==> src/rtl/mul_div_pkg.sv <==
// mul_div_pkg: op-bit indices, FSM states and reset values shared by the mul/div unit.
package mul_div_pkg;
  localparam int MD_MULT  = 0;
  localparam int MD_MULTU = 1;
  localparam int MD_DIV   = 2;
  localparam int MD_DIVU  = 3;
  localparam int MD_MTHI  = 4;
  localparam int MD_MTLO  = 5;
  localparam int DIV_CYCLES = 32;
  localparam int CNT_W = $clog2(DIV_CYCLES);
  localparam logic [31:0] HI_RST = 32'h0;
  localparam logic [31:0] LO_RST = 32'h0;
  typedef enum logic [1:0] {S_IDLE, S_MUL, S_DIV, S_FIX} md_state_e;
endpackage

==> src/rtl/mul_div_div_iter.sv <==
// div_iter: one restoring-division step on the packed {remainder, quotient} pair.
module div_iter (
  input  logic [63:0] rq_i,
  input  logic [31:0] dvs_i,
  output logic [63:0] rq_o
);
  logic [32:0] top, diff;
  // top keeps the bit shifted out of the remainder so the trial subtract never overflows
  assign top  = rq_i[63:31];
  assign diff = top - {1'b0, dvs_i};
  assign rq_o = {diff[32] ? top[31:0] : diff[31:0], rq_i[30:0], ~diff[32]};
endmodule

==> src/rtl/mul_div.sv <==
// mul_div: MULT/MULTU/DIV/DIVU/MTHI/MTLO unit with architectural HI/LO and a busy/done handshake.
module mul_div
  import mul_div_pkg::*;
(
  input  logic        clk,
  input  logic        rst,
  input  logic        md_valid_in,
  input  logic [5:0]  md_op_in,
  input  logic [31:0] md_src0_in,
  input  logic [31:0] md_src1_in,
  input  logic        md_cancel_in,
  output logic        md_busy_out,
  output logic        md_done_out,
  output logic [31:0] md_hi_out,
  output logic [31:0] md_lo_out
);
  md_state_e        state_q, state_d;
  logic [31:0]      hi_q, hi_d, lo_q, lo_d, dvs_q, dvs_d, src0_q, src0_d;
  logic [63:0]      acc_q, acc_d, step, prod;
  logic [CNT_W-1:0] cnt_q, cnt_d;
  logic             nq_q, nq_d, nr_q, nr_d, dz_q, dz_d;
  logic             start, is_mul, is_div, msg, dvd_neg, dvs_neg;
  logic [31:0]      quo_fix, rem_fix;
  assign start   = md_valid_in && md_op_in != 6'd0 && (md_op_in & (md_op_in - 6'd1)) == 6'd0;
  assign is_mul  = md_op_in[MD_MULT] | md_op_in[MD_MULTU];
  assign is_div  = md_op_in[MD_DIV] | md_op_in[MD_DIVU];
  assign msg     = md_op_in[MD_MULT];
  assign dvd_neg = md_op_in[MD_DIV] & md_src0_in[31];
  assign dvs_neg = md_op_in[MD_DIV] & md_src1_in[31];
  // Sign-extending to 64 bits lets one unsigned multiplier serve both MULT and MULTU
  assign prod    = {{32{msg & md_src0_in[31]}}, md_src0_in} * {{32{msg & md_src1_in[31]}}, md_src1_in};
  assign quo_fix = dz_q ? 32'hFFFF_FFFF : (nq_q ? -acc_q[31:0] : acc_q[31:0]);
  assign rem_fix = dz_q ? src0_q : (nr_q ? -acc_q[63:32] : acc_q[63:32]);
  div_iter u_div_iter (.rq_i(acc_q), .dvs_i(dvs_q), .rq_o(step));
  always_comb begin
    state_d = state_q;
    hi_d    = hi_q;
    lo_d    = lo_q;
    acc_d   = acc_q;
    dvs_d   = dvs_q;
    src0_d  = src0_q;
    cnt_d   = cnt_q;
    nq_d    = nq_q;
    nr_d    = nr_q;
    dz_d    = dz_q;
    if (md_cancel_in) state_d = S_IDLE;
    else case (state_q)
      S_IDLE: if (start) begin
        hi_d = md_op_in[MD_MTHI] ? md_src0_in : hi_q;
        lo_d = md_op_in[MD_MTLO] ? md_src0_in : lo_q;
        if (is_mul) begin
          acc_d   = prod;
          state_d = S_MUL;
        end
        if (is_div) begin
          acc_d   = {32'h0, dvd_neg ? -md_src0_in : md_src0_in};
          dvs_d   = dvs_neg ? -md_src1_in : md_src1_in;
          src0_d  = md_src0_in;
          cnt_d   = '0;
          nq_d    = dvd_neg ^ dvs_neg;
          nr_d    = dvd_neg;
          dz_d    = md_src1_in == 32'h0;
          state_d = S_DIV;
        end
      end
      S_MUL: begin
        hi_d    = acc_q[63:32];
        lo_d    = acc_q[31:0];
        state_d = S_IDLE;
      end
      S_DIV: begin
        acc_d   = step;
        cnt_d   = cnt_q + 1'b1;
        state_d = cnt_q == CNT_W'(DIV_CYCLES - 1) ? S_FIX : S_DIV;
      end
      S_FIX: begin
        hi_d    = rem_fix;
        lo_d    = quo_fix;
        state_d = S_IDLE;
      end
      default: state_d = S_IDLE;
    endcase
  end
  always_ff @(posedge clk) begin
    if (rst) begin
      state_q <= S_IDLE;
      hi_q    <= HI_RST;
      lo_q    <= LO_RST;
      acc_q   <= '0;
      dvs_q   <= '0;
      src0_q  <= '0;
      cnt_q   <= '0;
      nq_q    <= 1'b0;
      nr_q    <= 1'b0;
      dz_q    <= 1'b0;
    end else begin
      state_q <= state_d;
      hi_q    <= hi_d;
      lo_q    <= lo_d;
      acc_q   <= acc_d;
      dvs_q   <= dvs_d;
      src0_q  <= src0_d;
      cnt_q   <= cnt_d;
      nq_q    <= nq_d;
      nr_q    <= nr_d;
      dz_q    <= dz_d;
    end
  end
  assign md_busy_out = state_q != S_IDLE;
  assign md_done_out = (state_q == S_MUL || state_q == S_FIX) && !md_cancel_in;
  assign md_hi_out   = hi_q;
  assign md_lo_out   = lo_q;
endmodule

==> config.mk <==
export PLATFORM = sky130hd
export DESIGN_NAME = mul_div
export DESIGN_NICKNAME = d
export VERILOG_FILES = /design/src/rtl/mul_div_pkg.sv /design/src/rtl/mul_div_div_iter.sv /design/src/rtl/mul_div.sv
export SDC_FILE = /design/constraint.sdc
export NUM_CORES = 2
export LEC_CHECK = 0
export ABC_CLOCK_PERIOD_IN_PS = 24600
export BUFFER_PORTS_ARGS = -buffer_cell sky130_fd_sc_hd__clkbuf_2
export CORE_MARGIN = 2
export CORE_UTILIZATION = 65
export CTS_CLUSTER_SIZE = 20
export DETAILED_ROUTE_END_ITERATION = 10
export PLACE_DENSITY_LB_ADDON = 0.2
export SYNTH_ARGS = -nofsm -noshare
export SYNTH_HDL_FRONTEND = slang
export SYNTH_SLANG_ARGS = --single-unit
export TNS_END_PERCENT = 30
==> constraint.sdc <==
create_clock -name clk -period 24.6 [get_ports clk]
set_input_delay 2.46 -clock clk [delete_from_list [all_inputs] [get_ports clk]]
set_output_delay 2.46 -clock clk [all_outputs]
set_load 0.005 [all_outputs]
# ---- Yosys cells after proc, flatten, opt, wreduce, memory -nomap -nowiden
# Index checks and enable logic that the tools add are counted.
dict set report totals {
  register_bits 202
  output_inout_bits 66
  elab_cells 82
}
dict set report classes {
  add_sub_neg 7
  multipliers 1
  eq_ne 9
  n_mux 25
  bitwise_logic 10
  reduce_logical 20
}
# operator count
set op_table {}
lappend op_table {{$mux W32} 11}
lappend op_table {{$mux W64} 3}
lappend op_table {{$pmux W32 S3} 2}
lappend op_table {{$neg A32 Y32} 4}
lappend op_table {{$pmux W64 S2} 1}
lappend op_table {{$mul A33 B33 Y64} 1}
lappend op_table {{$sub A33 B32 Y33} 1}
lappend op_table {{$logic_not A32 Y1} 1}
lappend op_table {{$reduce_and A4 Y1} 5}
lappend op_table {{$mux W5} 2}
lappend op_table {{$pmux W5 S2} 1}
lappend op_table {{$ne A2 B2 Y1 const B} 4}
lappend op_table {{$and A6 B6 Y6} 1}
lappend op_table {{$logic_not A6 Y1} 1}
lappend op_table {{$mux W2} 3}
lappend op_table {{$pmux W2 S3} 1}
lappend op_table {{$reduce_bool A6 Y1} 1}
lappend op_table {{$sub A6 B1 Y6 const B} 1}
lappend op_table {{$add A5 B1 Y5 const B} 1}
lappend op_table {{$eq A5 B5 Y1 const B} 1}
lappend op_table {{$and A1 B1 Y1} 4}
lappend op_table {{$eq A2 B2 Y1 const B} 2}
lappend op_table {{$reduce_bool A2 Y1} 2}
lappend op_table {{$reduce_or A2 Y1} 2}
lappend op_table {{other kinds (12)} 16}

# ---- Depth between registers and ports, before layout
dict set report logic_depth {
  ltp_word 6
  ltp_mapped 31
}

# ---- By module
# Synthesis repeated with hierarchy kept, for this count alone.
dict set report hier_totals {
  hier_cells 6139
  hier_area_um2 52357.7
}
# mod instances cells_per_inst area_each_um2 seq_area_each_um2
set modules_own_cells {}
lappend modules_own_cells {mul_div 1 5803 49766.5 4043.9}
lappend modules_own_cells {div_iter 1 336 2591.2 0.0}

# ---- Worst setup path before layout
# Ideal clock, no wire load.
dict set report synth_timing {
  path_kind {input -> register}
  start {input port md_src0_in[31]}
  end {register acc_q[60]}
  arrival_time_ps 10223
  setup_slack_ps 14292
  stages 30
  cell_sequence {buf_2 > and2_1 > clkbuf_1 > nand2_1 > inv_1 > fa_1 > inv_1 > fa_1 > inv_1 > fa_1 > fa_1 > inv_1 > fa_1 > inv_1 > fa_1 > inv_1 > fa_1 > fa_1 > inv_1 > ha_1 > a21oi_1 > o21ai_0 > nor3_1 > a21oi_1 > a221oi_1 > a31oi_1 > a221oi_1 > xnor2_1 > nand2_1 > a211oi_1}
}
dict set report synth_via {
  elab_chain_len 6
}
# item line_no
set synth_rtl {}
lappend synth_rtl {{start: declaration} mul_div.sv:9} ;# input logic [31:0] md_src0_in,
lappend synth_rtl {{$and A1 B1 Y1} mul_div.sv:31} ;# assign prod = {{32{msg & md_src0_in[31]}}, md_src0_in} * {{32{msg & md_src1_in[31]}}, md_src1_in};
lappend synth_rtl {{$mul A33 B33 Y64 (*)} mul_div.sv:31}
lappend synth_rtl {{$mux W64 (*)} mul_div.sv:51} ;# if (is_mul) begin
lappend synth_rtl {{$mux W64 (*)} mul_div.sv:55} ;# if (is_div) begin
lappend synth_rtl {{$mux W64 (*)} mul_div.sv:48} ;# S_IDLE: if (start) begin
lappend synth_rtl {{$pmux W64 S2 (*)} mul_div.sv:47} ;# else case (state_q)
lappend synth_rtl {{end signal: assignment} mul_div.sv:89} ;# acc_q <= '0;
lappend synth_rtl {{end signal: assignment} mul_div.sv:100} ;# acc_q <= acc_d;
lappend synth_rtl {{end: declaration} mul_div.sv:19} ;# logic [63:0] acc_q, acc_d, step, prod;
# Mark *: on every way between the ends. The rest lies on a longest branch, timed or not. The select of a mux whose other input is x is not followed.
# A chain may end at the register's enable or synchronous reset.

# ---- Worst setup path after layout
# Same ends and word-level chain as after synthesis.

==> summary.md <==
### Status
• completed — outcome

### Drt
• 155.4 mm — Detailed Route WL
• 22.15 um — wire per inst
• 4,161 — first-iteration detailed-routing DRC count
• 0 — number of remaining DRC errors
• 42,910 — overall via count from detail_route
• 0 — Detail Route Antenna Nets
• 8 — drt pass-1 iters
• 6.114 — vias per inst

### Synth
• 8.472 um2 — synthesized area per cell
• 202 — number of flip-flops and latches in the synthesized netlist
• sky130_fd_sc_hd__fa_1 43%, sky130_fd_sc_hd__inv_1 8.5%, sky130_fd_sc_hd__dfxtp_1 7.8% — top cells by area, synth
• sky130_fd_sc_hd__fa_1 — biggest area consumer among synthesized cells
• 0 — Post-synth EDFFs
• sky130_fd_sc_hd__dfxtp_1 — top_reg_cell synth
• 0 — total number of yosys warnings
• 43.32% — area share of the leading cell type in the synthesized netlist
• 7,592 — synthesized net count
• 88 — Cell variety after synth
• 0.05203 mm2 — area of the mapped netlist
• 7.772% — sequential share of the synthesized area
• 6,142 — number of instances in the synthesized netlist
• 0% — Async SR Flop Fraction

### Global route
• 249.7 mm — first-pass GRT wire length
• 39.07% — overall global routing resource usage
• 6 — antenna violations before repair
• 132 — maximum number of pins on one net before global-route repair
• 44,640 — number of global-route vias before repair
• 0 — residual overflow from global routing

### Floorplan
• 0.07913 mm2 — Core ar.
• 0.08233 mm2 — Total Die Area
• 286.9 um — Horiz. Die Dim
• 103 — Cell Rows
• 286.9 um — Die H
• 140 — Boundary Pins
• 65.76% — effective utilization at floorplan

### Critical path
• sky130_fd_sc_hd__fa_1 — slowest cell on the critical path
• md_src0_in[31] — beginning of the critical path
• input port to flop — start-to-end type of the worst setup path
• input port — startpoint class of the critical path
• acc_q[31] — startpoint of the lowest-slack register-to-register path
• sky130_fd_sc_hd__fa_1 — CP dominant cell by count
• 19,900 ps — Worst R2R Setup Slack
• adder cells — Top Family by Delay on Critical Path
• flop — kind of end point of the critical path
• 11,720 ps — Crit path arrival time
• 14 — R2R cell count
• 830 ps — highest cell delay on the worst timing path
• 25,060 ps — data required time at the worst endpoint
• acc_q[53] — reg2reg end
• 21 — Critical Path Fanout Max
• 8 — count of buffer and inverter cells on the critical path

### STA
• 11,260 ps — Period minus WS final
• 1194 ps — slew of the pin with the lowest slew margin
• 0 — pins over their slew limit
• 88.79 MHz — Fmax
• no — RSZ-0062 raised after global routing
• 0 ps — Post-Route Setup TNS
• 45.78% — crit share post-route
• 13,340 ps — post-route worst setup slack
• 22.12 ps — worst-case clock skew
• 0 — hold violation total from the final report
• 0 — Final setup viols
• 20.08% — worst slew margin relative to its limit

### Clocking
• 3 — buffer depth of the longest clock path
• 550 ps — clk_lat worst skew
• 202 — clock net sink count
• 60 ps — clock transition time at the flip-flop clock pins of the worst setup and hold paths
• 24 — TritonCTS buffer count
• 0 — number of buffers inserted to repair setup after CTS
• 1 — Max H-tree Level
• sky130_fd_sc_hd__clkbuf_16 — clock root cell
• yes — clock tree from TritonCTS
• 0 — post-cts resize count
• 0 — Post-CTS Hold Fix Bufs

### Placed design
• 139 — Buffers on Ports
• 0.9939 — Placer Congestion
• 12,850 ps — Placement Setup Slack
• 114.7 mm — post-detailed-placement half-perimeter wirelength

### Cells and area
• 0.004048 mm2 — sequential cell area in the final layout
• 3.528% — synthesis-to-finish area growth
• 0.04191 mm2 — Multi-input gate area
• 6,566 — Filler Cells Inserted
• 5.664% — ratio of cells with drive above 1 in the final layout
• 7,401 — final net count

### Job
• 0 — number of max-cap violations

### Min path
• dvs_q[31] — hold path startpoint
• 2 — number of instances on the worst hold path
• dvs_q[31] — endpoint of the worst hold path
• flop to flop — Hold WC Path Type

per-layer routing:
layer | track usage, % | wire [um] | share of wire [%] | up-vias
met5 | 0 | 37 | 0.024 | -
met4 | 15.99 | 7395 | 4.8 | 6
met3 | 6.556 | 17230 | 11 | 416
met2 | 62.87 | 71790 | 46 | 2396
met1 | 53.01 | 58970 | 38 | 21560
li1 | - | - | - | 18530
through the flow:
step,std cells,instance area (um2),util (%),hold WS [ps]
3_5_place_dp,6975,53030,67.02,442.8
5_1_grt,7018,53870,68.08,469.0
3_3_place_gp,6975,53030,67.02,434.8
4_1_cts,7017,53870,68.07,451.2
6_report,7018,53870,68.08,450.9
2_1_floorplan,6142,52030,-,428.3
cell families after synthesis:
logic type / count (synthesis) / synth area share, %
AOI/OAI and AO/OA: 852 / 11.00
xor gates and xnor gates: 165 / 2.777
adders and majority gates: 1376 / 49.33
buffers and inverters: 1624 / 11.76
DFF: 202 / 7.772
muxes: 40 / 0.8248
and+or+nand+nor: 1883 / 16.54
worst register-to-register path, delay by kind of cell, from the launching register on:
kind	cells	cell delay (ps)
compound gates	5	1960
simple gates	4	650
fa+ha+maj	2	620
buf+inv	2	450
flops	1	440
mux	1	410
registers in the layout, summed over array words and instances (netlist names):
signal / flops
acc_q: 64
cnt_q: 5
dvs_q: 32
dz_q: 1
md_hi_out: 32
md_lo_out: 32
nq_q: 1
nr_q: 1
src0_q: 32
state_q: 2
how the worst max path moves through the flow:
stage / to / cells after the start
6_report: acc_q[60] / 29
5_1_grt: acc_q[60] / 29
4_1_cts: acc_q[60] / 29
3_5_place_dp: acc_q[60] / 29
3_3_place_gp: acc_q[60] / 29
2_1_floorplan: acc_q[60] / 30
layout make-up:
| type | instances | area share [%] |
|---|---|---|
| multi-input combinational | 4316 | 77.80 |
| timing repair buffer | 219 | 2.418 |
| clock buffer | 33 | 1.252 |
| antenna | 1 | 0.004645 |
| inverter | 1188 | 8.278 |
| tap | 1050 | 2.439 |
| clock inverter | 9 | 0.2903 |
| sequential | 202 | 7.514 |
cell usage in the layout, fill, tap and decap left out, types with 11 or more instances in the layout:
master,Yosys,final
sky130_fd_sc_hd__o41ai_1,14,14
sky130_fd_sc_hd__ha_1,250,250
sky130_fd_sc_hd__o221ai_1,33,33
sky130_fd_sc_hd__and2_1,343,343
sky130_fd_sc_hd__nor2_1,291,286
sky130_fd_sc_hd__dfxtp_1,202,199
sky130_fd_sc_hd__o31a_1,14,14
sky130_fd_sc_hd__o31ai_1,25,25
sky130_fd_sc_hd__xor2_1,62,62
sky130_fd_sc_hd__nand2b_1,18,18
sky130_fd_sc_hd__inv_1,1185,1185
sky130_fd_sc_hd__mux2i_1,17,17
sky130_fd_sc_hd__a31oi_1,38,38
sky130_fd_sc_hd__buf_4,0,80
sky130_fd_sc_hd__a22oi_1,11,11
sky130_fd_sc_hd__fa_1,1126,1126
sky130_fd_sc_hd__o21ai_0,137,137
sky130_fd_sc_hd__xnor2_1,103,103
sky130_fd_sc_hd__or2_2,18,18
sky130_fd_sc_hd__a21o_1,45,45
sky130_fd_sc_hd__or3_1,18,18
sky130_fd_sc_hd__o211ai_1,42,42
sky130_fd_sc_hd__and3_1,31,31
sky130_fd_sc_hd__clkbuf_16,0,24
sky130_fd_sc_hd__or4_1,13,13
sky130_fd_sc_hd__nor3_1,68,67
sky130_fd_sc_hd__nand3_1,42,42
sky130_fd_sc_hd__nand4_1,27,27
sky130_fd_sc_hd__a311oi_1,51,51
sky130_fd_sc_hd__nand2_1,968,967
sky130_fd_sc_hd__a221oi_1,13,13
sky130_fd_sc_hd__o21a_1,21,21
sky130_fd_sc_hd__o21bai_1,19,19
sky130_fd_sc_hd__clkbuf_2,1,138
sky130_fd_sc_hd__a21oi_1,229,229
sky130_fd_sc_hd__a211oi_1,90,90
sky130_fd_sc_hd__mux2_2,22,22
synth_stat cells, drive strengths merged, types with 19 or more instances:
cell       n
a211oi    90
a21o      46
a21oi    230
a311oi    51
a31oi     38
and2     343
and3      31
buf       78
clkbuf   358
dfxtp    202
fa      1126
ha       250
inv     1187
mux2      23
nand2    968
nand3     43
nand4     27
nor2     291
nor3      70
o211ai    43
o21a      21
o21ai    141
o21bai    19
o221ai    33
o31ai     27
or3       21
xnor2    103
xor2      62
Power is not shown: default switching activity piles up to over one toggle a cycle in this logic, so the estimate is an artifact.
